$ cat src/rtl/mem_rmw_ctrl.sv
// Load/store access controller: read-modify-write for sub-word stores, load extract/extend.
// Define LOAD_SIGN_EXT_EN to sign-extend lb/lh results (zero-extended otherwise).
module mem_rmw_ctrl #(
    parameter int MEM_LAT = 1,
    parameter int ADDR_W  = 32
) (
    input  logic              clk,
    input  logic              reset_n,
    input  logic              req_valid,
    output logic              req_ready,
    input  logic [2:0]        req_op,
    input  logic [ADDR_W-1:0] req_addr,
    input  logic [31:0]       req_wdata,
    output logic              rsp_valid,
    output logic [31:0]       rsp_rdata,
    output logic              rsp_err,
    output logic [ADDR_W-1:0] mem_addr,
    output logic              mem_rd,
    output logic              mem_wr,
    output logic [31:0]       mem_wdata,
    input  logic [31:0]       mem_rdata
);

    localparam logic [2:0] OP_SB = 3'b000;
    localparam logic [2:0] OP_SW = 3'b001;
    localparam logic [2:0] OP_SH = 3'b010;
    localparam logic [2:0] OP_LB = 3'b011;
    localparam logic [2:0] OP_LW = 3'b100;
    localparam logic [2:0] OP_LH = 3'b101;

    localparam int CW = (MEM_LAT > 1) ? $clog2(MEM_LAT) : 1;
    localparam logic [CW-1:0] LAST = CW'(MEM_LAT - 1);

    typedef enum logic [2:0] {
        ST_IDLE,
        ST_RD,
        ST_WAIT,
        ST_WR,
        ST_RSP
    } state_t;

    state_t        state;
    state_t        next;
    logic [2:0]    op_q;
    logic [31:0]   wd_q;
    logic          err_q;
    logic [CW-1:0] cnt;
    logic          wait_done;
    logic          op_load;
    logic          req_ill;
    logic          unused_addr_lsb;

    // Register view and memory view are byte-reversed; the swap is its own inverse.
    function automatic logic [31:0] swap(input logic [31:0] w);
        return {w[7:0], w[15:8], w[23:16], w[31:24]};
    endfunction

    function automatic logic [31:0] load_ext(input logic [2:0] op,
                                             input logic [31:0] rd);
        logic [23:0] hi_b;
        logic [15:0] hi_h;
        logic [31:0] r;
`ifdef LOAD_SIGN_EXT_EN
        hi_b = {24{rd[31]}};
        hi_h = {16{rd[23]}};
`else
        hi_b = '0;
        hi_h = '0;
`endif
        r = swap(rd);
        if (op == OP_LB) begin
            r = {hi_b, rd[31:24]};
        end else if (op == OP_LH) begin
            r = {hi_h, rd[23:16], rd[31:24]};
        end
        return r;
    endfunction

    function automatic logic [31:0] merge(input logic [2:0] op,
                                          input logic [31:0] wd,
                                          input logic [31:0] rd);
        logic [31:0] r;
        r = {wd[7:0], wd[15:8], rd[15:0]};
        if (op == OP_SB) begin
            r = {wd[7:0], rd[23:0]};
        end
        return r;
    endfunction

    assign unused_addr_lsb = ^req_addr[1:0];
    assign req_ill   = (req_op[2:1] == 2'b11);
    assign op_load   = (op_q == OP_LB) || (op_q == OP_LW) || (op_q == OP_LH);
    assign wait_done = (cnt == LAST);

    assign req_ready = (state == ST_IDLE);
    assign mem_rd    = (state == ST_RD);
    assign mem_wr    = (state == ST_WR);
    assign rsp_valid = (state == ST_RSP);
    assign rsp_err   = rsp_valid && err_q;

    always_ff @(posedge clk or negedge reset_n) begin
        if (!reset_n) begin
            state <= ST_IDLE;
        end else begin
            state <= next;
        end
    end

    always_comb begin
        next = state;
        unique case (state)
            ST_IDLE: begin
                if (req_valid) begin
                    unique case (1'b1)
                        req_ill:           next = ST_RSP;
                        (req_op == OP_SW): next = ST_WR;
                        default:           next = ST_RD;
                    endcase
                end
            end
            ST_RD:   next = ST_WAIT;
            ST_WAIT: begin
                if (wait_done) begin
                    next = op_load ? ST_RSP : ST_WR;
                end
            end
            ST_WR:   next = ST_RSP;
            ST_RSP:  next = ST_IDLE;
            default: next = ST_IDLE;
        endcase
    end

    always_ff @(posedge clk or negedge reset_n) begin
        if (!reset_n) begin
            op_q      <= '0;
            wd_q      <= '0;
            err_q     <= 1'b0;
            cnt       <= '0;
            mem_addr  <= '0;
            mem_wdata <= '0;
            rsp_rdata <= '0;
        end else begin
            unique case (state)
                ST_IDLE: begin
                    if (req_valid) begin
                        op_q     <= req_op;
                        wd_q     <= req_wdata;
                        err_q    <= req_ill;
                        mem_addr <= {req_addr[ADDR_W-1:2], 2'b00};
                        cnt      <= '0;
                        if (req_op == OP_SW) begin
                            mem_wdata <= swap(req_wdata);
                        end
                    end
                end
                ST_WAIT: begin
                    if (wait_done) begin
                        cnt <= '0;
                        if (op_load) begin
                            rsp_rdata <= load_ext(op_q, mem_rdata);
                        end else begin
                            mem_wdata <= merge(op_q, wd_q, mem_rdata);
                        end
                    end else begin
                        cnt <= cnt + 1'b1;
                    end
                end
                default: ;
            endcase
        end
    end

endmodule

$ cat config.mk
export PLATFORM = sky130hd
export DESIGN_NAME = mem_rmw_ctrl
export DESIGN_NICKNAME = d
export VERILOG_FILES = /design/src/rtl/mem_rmw_ctrl.sv
export SDC_FILE = /design/constraint.sdc
export NUM_CORES = 1
export LEC_CHECK = 0
export BUFFER_PORTS_ARGS = -buffer_cell sky130_fd_sc_hd__buf_2
export CAP_MARGIN = 25
export CORE_ASPECT_RATIO = 0.8
export CORE_MARGIN = 10
export CORE_UTILIZATION = 40
export DETAILED_ROUTE_END_ITERATION = 12
export HOLD_SLACK_MARGIN = 0.08
export PLACE_DENSITY = 0.66
export SLEW_MARGIN = 10
export SYNTH_ARGS = -nofsm -noshare
export SYNTH_HDL_FRONTEND = slang
export SYNTH_SLANG_ARGS = --single-unit
$ cat constraint.sdc
create_clock -name clk -period 2.3 [get_ports clk]
set_clock_uncertainty 0.05 [all_clocks]
set_input_delay 0.23 -clock clk [delete_from_list [all_inputs] [get_ports clk]]
set_output_delay 0.23 -clock clk [all_outputs]
set_load 0.05 [all_outputs]
# Yosys cells after proc, flatten, opt, wreduce, memory -nomap -nowiden
# Cells that the tools add are included.
# W data, S select, Z words.
dict set report word_totals {
  inputBits 102
  wordCells 50
  ff_bits 118
  out_inout_bits 101
}
dict set report op_classes {
  eq_ne 13
  n_addsub 1
  muxes 16
  bitwise 1
  reduce_logical 11
}
# op n
set op_table {}
lappend op_table {{$mux W32} 6}
lappend op_table {{$pmux W32 S2} 1}
lappend op_table {{$mux W24} 1}
lappend op_table {{$pmux W3 S4} 1}
lappend op_table {{$eq A3 B2 Y1 const B} 3}
lappend op_table {{$eq A3 B3 Y1 const B} 3}
lappend op_table {{$mux W3} 3}
lappend op_table {{$eq A3 B1 Y1 const B} 2}
lappend op_table {{$logic_not A3 Y1} 2}
lappend op_table {{$ne A2 B2 Y1 const B} 3}
lappend op_table {{$pmux W3 S2} 1}
lappend op_table {{$reduce_and A2 Y1} 3}
lappend op_table {{$reduce_and A5 Y1} 1}
lappend op_table {{$reduce_and A3 Y1} 1}
lappend op_table {{$eq A2 B2 Y1 const B} 1}
lappend op_table {{$logic_or A1 B1 Y1} 2}
lappend op_table {{$mux W1} 2}
lappend op_table {{$ne A2 B1 Y1 const B} 1}
lappend op_table {{$pmux W1 S2} 1}
lappend op_table {{$reduce_bool A2 Y1} 1}
lappend op_table {{$add A1 B1 Y1 const B} 1}
lappend op_table {{$logic_and A1 B1 Y1} 1}
lappend op_table {{$not A1 Y1} 1}

# Depth between registers and ports, before layout
dict set report depth {
  ltp_word 6
  depth_mapped 8
  depth_no_buf 4
}

# Least setup slack after synthesis
# Ideal clock, no wire load.
dict set report synth_timing {
  path_kind {register -> register}
  from {reg state[2]}
  to {reg mem_wdata[0]}
  stages_incl_launch_ff 7
  t_arrival_ps 2683
  t_required_ps 2125
  slack_ps -558
  n_path_buf 3
  setup_ps 125
  period_less_slack_ps 2858
  path_cell_list {dfrtp_1 > buf_2 > nor3_1 > a41o_1 > buf_6 > buf_12 > mux2_2}
}
dict set report synth_between {
  elab_chain_cells 3
  elab_cells_between_ends 9
  classes_between {5 x eq/ne; 1 x mux; 3 x reduce/logical}
}
# item line_no
set synth_rtl {}
lappend synth_rtl {{start: declaration} 42} ;# state_t state;
lappend synth_rtl {{start signal: assignment} 105} ;# state <= next;
lappend synth_rtl {{$logic_not A3 Y1 *} -}
lappend synth_rtl {{via req_ready} 10} ;# output logic req_ready,
lappend synth_rtl {{$ne A2 B1 Y1 (no source line) (tied with other cells)} -}
lappend synth_rtl {{$reduce_and A5 Y1 (no source line)} -}
lappend synth_rtl {{end signal: assignment} 152} ;# mem_wdata <= swap(req_wdata);
lappend synth_rtl {{end signal: assignment} 162} ;# mem_wdata <= merge(op_q, wd_q, mem_rdata);
lappend synth_rtl {{end: declaration} 20} ;# output logic [31:0] mem_wdata,
# Mark *: on every way through the listed nets, which the timed path passes. The rest lies on a longest branch.
# A chain may end at the register's enable or synchronous reset.

# Worst setup path after layout
dict set report layout_timing {
  from {reg state[2]}
  to {reg mem_wdata[13]}
}
dict set report layout_between {
  elab_chain_cells 3
  elab_cells_between_ends 9
  classes_between {5 x eq/ne; 1 x mux; 3 x reduce/logical}
}
# item line_no
set layout_rtl {}
lappend layout_rtl {{$eq A3 B2 Y1 / $logic_not A3 Y1 (equally long branches)} 143} ;# unique case (state)
lappend layout_rtl {{$ne A2 B2 Y1 (no source line) (tied with other cells)} -}
lappend layout_rtl {{$reduce_and A5 Y1 (no source line)} -}
# Parallel ways exist; a longest one is shown, timed or not.

==> results_dict.tcl <==
set metrics [dict create \
    relSlewSlack_pct 56.05 \
    grt_max_degree 118 \
    synth_cell_types 32 \
    ys_seq_area_share_pct 58.85 \
    dp_hpwl_um 10360 \
    core_area_sq_mm 0.01216 \
    die_h_um 119.7 \
    cts_setup_buffers 0 \
    antenna_cells 0 \
    clkLatencyLatePin_ns 0.40 \
    yosysTopAreaCell "dfrtp_1" \
    cp.arrival_ns 2.24 \
    critPathMaxFanout 12 \
    fmaxAchievable_mhz 497.9 \
    yosysWarnings 0 \
    ant_nets 0 \
    grt_usage_pct 17.62 \
    place_congestion 0.7546 \
    clock_sinks 117 \
    setup_violations 0 \
    antenna_found_initial 0 \
    drv_slew 0 \
    vias_per_cell 4.793 \
    worstPathRequired_ns 2.53 \
    grt_pass1_wl_um 24020 \
    overflow 0 \
    area_delta_synth_final_pct 51.56 \
    rsz0062_at_grt "no" \
    synth.avg_cell_area_sq_um 11.68 \
    post-route-drc-count 0 \
    die_x_um 144.7 \
    period_share_pct 87.32 \
    via_count 4194 \
    wirelength_um 15080 \
    final_cell_count_no_fill 875 \
    start_util_pct 40.91 \
    yosys.area.top_type_share_pct 58.85 \
    dp_cells 762 \
    worstSetupPathType "reg2reg" \
    maxCapViolCount 0 \
    start_kind "register" \
    worst_pin_slew_ns 0.6593 \
    ctsResizeCount 0 \
    post-route-min-period_ns 2.008 \
    setup_tns_ns 0 \
    synth_cells 426 \
    fillers 1000 \
    clockRootBuffer "clkbuf_16" \
    fin_nets 813 \
    drt_pass1_iterations 4 \
    final_area_sq_mm 0.007540 \
    holdPathStages 3 \
    layout-drive-gt1-share_pct 44.54 \
    ctsLongestPathBuffers 2 \
    ys_top_cells_by_area "dfrtp_1 (59%), mux2_2 (17%), nand2_1 (9.9%)" \
    ys_ff_latch 117 \
    vdd_drop_max_mv 0.9917 \
    routedWlPerCell_um 17.24 \
    syn_area_sq_mm 0.004975 \
    status "complete, no violations" \
    power_density_mw_per_mm2 1686 \
    hp-class "in2reg" \
    portBuffers 198 \
    finalHoldViolCount 0 \
    grt_pass1_vias 4582 \
    cts_tree "yes" \
    leakagePower_nw 3.813 \
    endpoint_kind "register" \
    place_area_sq_mm 0.006142 \
    rr_worst_depth 5 \
    dieArea_sq_mm 0.01733 \
    cts-htree-levels 4 \
    first_iter_violations 185 \
    rows 36 \
    cts_buffers 17 \
    clk_pin_slew_worst_paths_ns 0.05 \
    io_pins 203 \
]
[state kept, by name, indices dropped and copies added, names as in the netlist]
signal / flops
op_q: 3
state: 3
mem_wdata: 32
err_q: 1
mem_addr: 30
wd_q: 16
rsp_rdata: 32
[per-stage QoR]
stage	setup slack, ns	hold slack [ns]	power [mW]	util, %
after floorplan	0.01120	-0.1156	8.504	-
final	0.2915	0.1303	12.72	62.00
after global routing	0.1639	0.1260	13.42	62.00
after CTS	0.2752	0.1146	12.83	62.00
after global placement	0.3142	0.3165	9.950	50.50
after detailed placement	0.2851	0.3239	10.12	50.50
[final cells by class]
cell class | count | area, sq um | area share (%)
multi-input cells | 283 | 1891 | 25.07
flip-flops and latches | 117 | 2928 | 38.83
well taps | 152 | 190.2 | 2.522
clock buffers | 22 | 474.2 | 6.289
repair buffers | 292 | 1954 | 25.92
clock inverters | 9 | 102.6 | 1.361
[report_power, final]
part | switching [mW] | internal, mW
Combinational | 4.59 | 1.95
Sequential | 0.559 | 3.07
Clock | 0.885 | 1.66
[layer usage]
metal	global-route usage (%)	up-vias	wire, um
met5	0	-	0
met4	9.016	0	509
met3	5.873	32	1223
met2	29.28	159	7358
met1	19.77	1994	5990
li1	-	2009	-
[logic make-up (layout without fill, tap and decap cells)]
family	Yosys count	after routing	synth area share [%]
and+or+nand+nor	158	158	13.10
DFF	117	117	58.85
muxes	84	84	18.81
AOI/OAI and AO/OA	39	39	5.332
buffers and inverters	27	323	3.823
other	1	2	0.07538
[path summary, 6_finish.rpt]
kind                                               start                   endpoint  slack, ns
worst min register to register  mem_addr[23]$_DFFE_PN0P_   mem_addr[23]$_DFFE_PN0P_       0.42
max in group asynchronous                        reset_n  mem_wdata[22]$_DFFE_PN0P_       1.29
worst max register to register      state[2]$_DFFE_PN0P_  mem_wdata[13]$_DFFE_PN0P_       0.29
worst min-delay path                       req_wdata[17]   mem_wdata[9]$_DFFE_PN0P_       0.13
min in group asynchronous                        reset_n  rsp_rdata[11]$_DFFE_PN0P_       0.36
worst max-delay path                state[2]$_DFFE_PN0P_  mem_wdata[13]$_DFFE_PN0P_       0.29
[worst max-delay path: stages (launching register included)]
cell     delay [ns]
dfrtp_1        0.48
nor3b_4        0.26
nor3b_1        0.31
a41o_2         0.20
buf_4          0.23
mux2_2         0.36
[layout by cell type, fill, tap and decap left out, types with 2 or more instances in the layout]
master           n
buf_2          197
nand2_1        131
dfrtp_1        117
dlygate4sd3_1   82
mux2_2          75
clkbuf_16       17
a22o_1          15
nor2_1          10
o21ai_0         10
a21oi_1          9
buf_4            9
mux2i_1          8
clkinv_2         4
buf_12           4
nor2b_1          3
clkinvlp_4       3
clkbuf_8         3
and3b_1          2
nor3_2           2
conb_1           2
clkbuf_1         2
bufinv_16        2
[cell usage after synthesis]
library cell  number
nor3_2             1
a31oi_1            1
nor2_1            10
buf_4              7
o21ai_1            1
a211oi_1           1
o21ba_2            1
a21oi_1            9
and2_1             1
conb_1             1
nor3_1             2
nor3b_1            2
nand2b_1           1
dfrtp_1          117
and2_0             1
buf_6              1
mux2i_1            8
o21ai_0           10
nand3b_1           1
buf_2              5
and3b_1            2
mux2_1             1
mux2_2            75
buf_12             3
and3_1             1
nor3b_2            1
nor4_1             1
nand2_1          131
nor2b_1            3
clkbuf_1          11
a41o_1             1
a22o_1            15
[timing repair]
action,4_1_cts,5_1_grt
hold endpoints to repair,198,0
hold buffers,82,0
endpoints found under the setup margin,0,0
No activity file was read; power rests on OpenSTA's default activity.
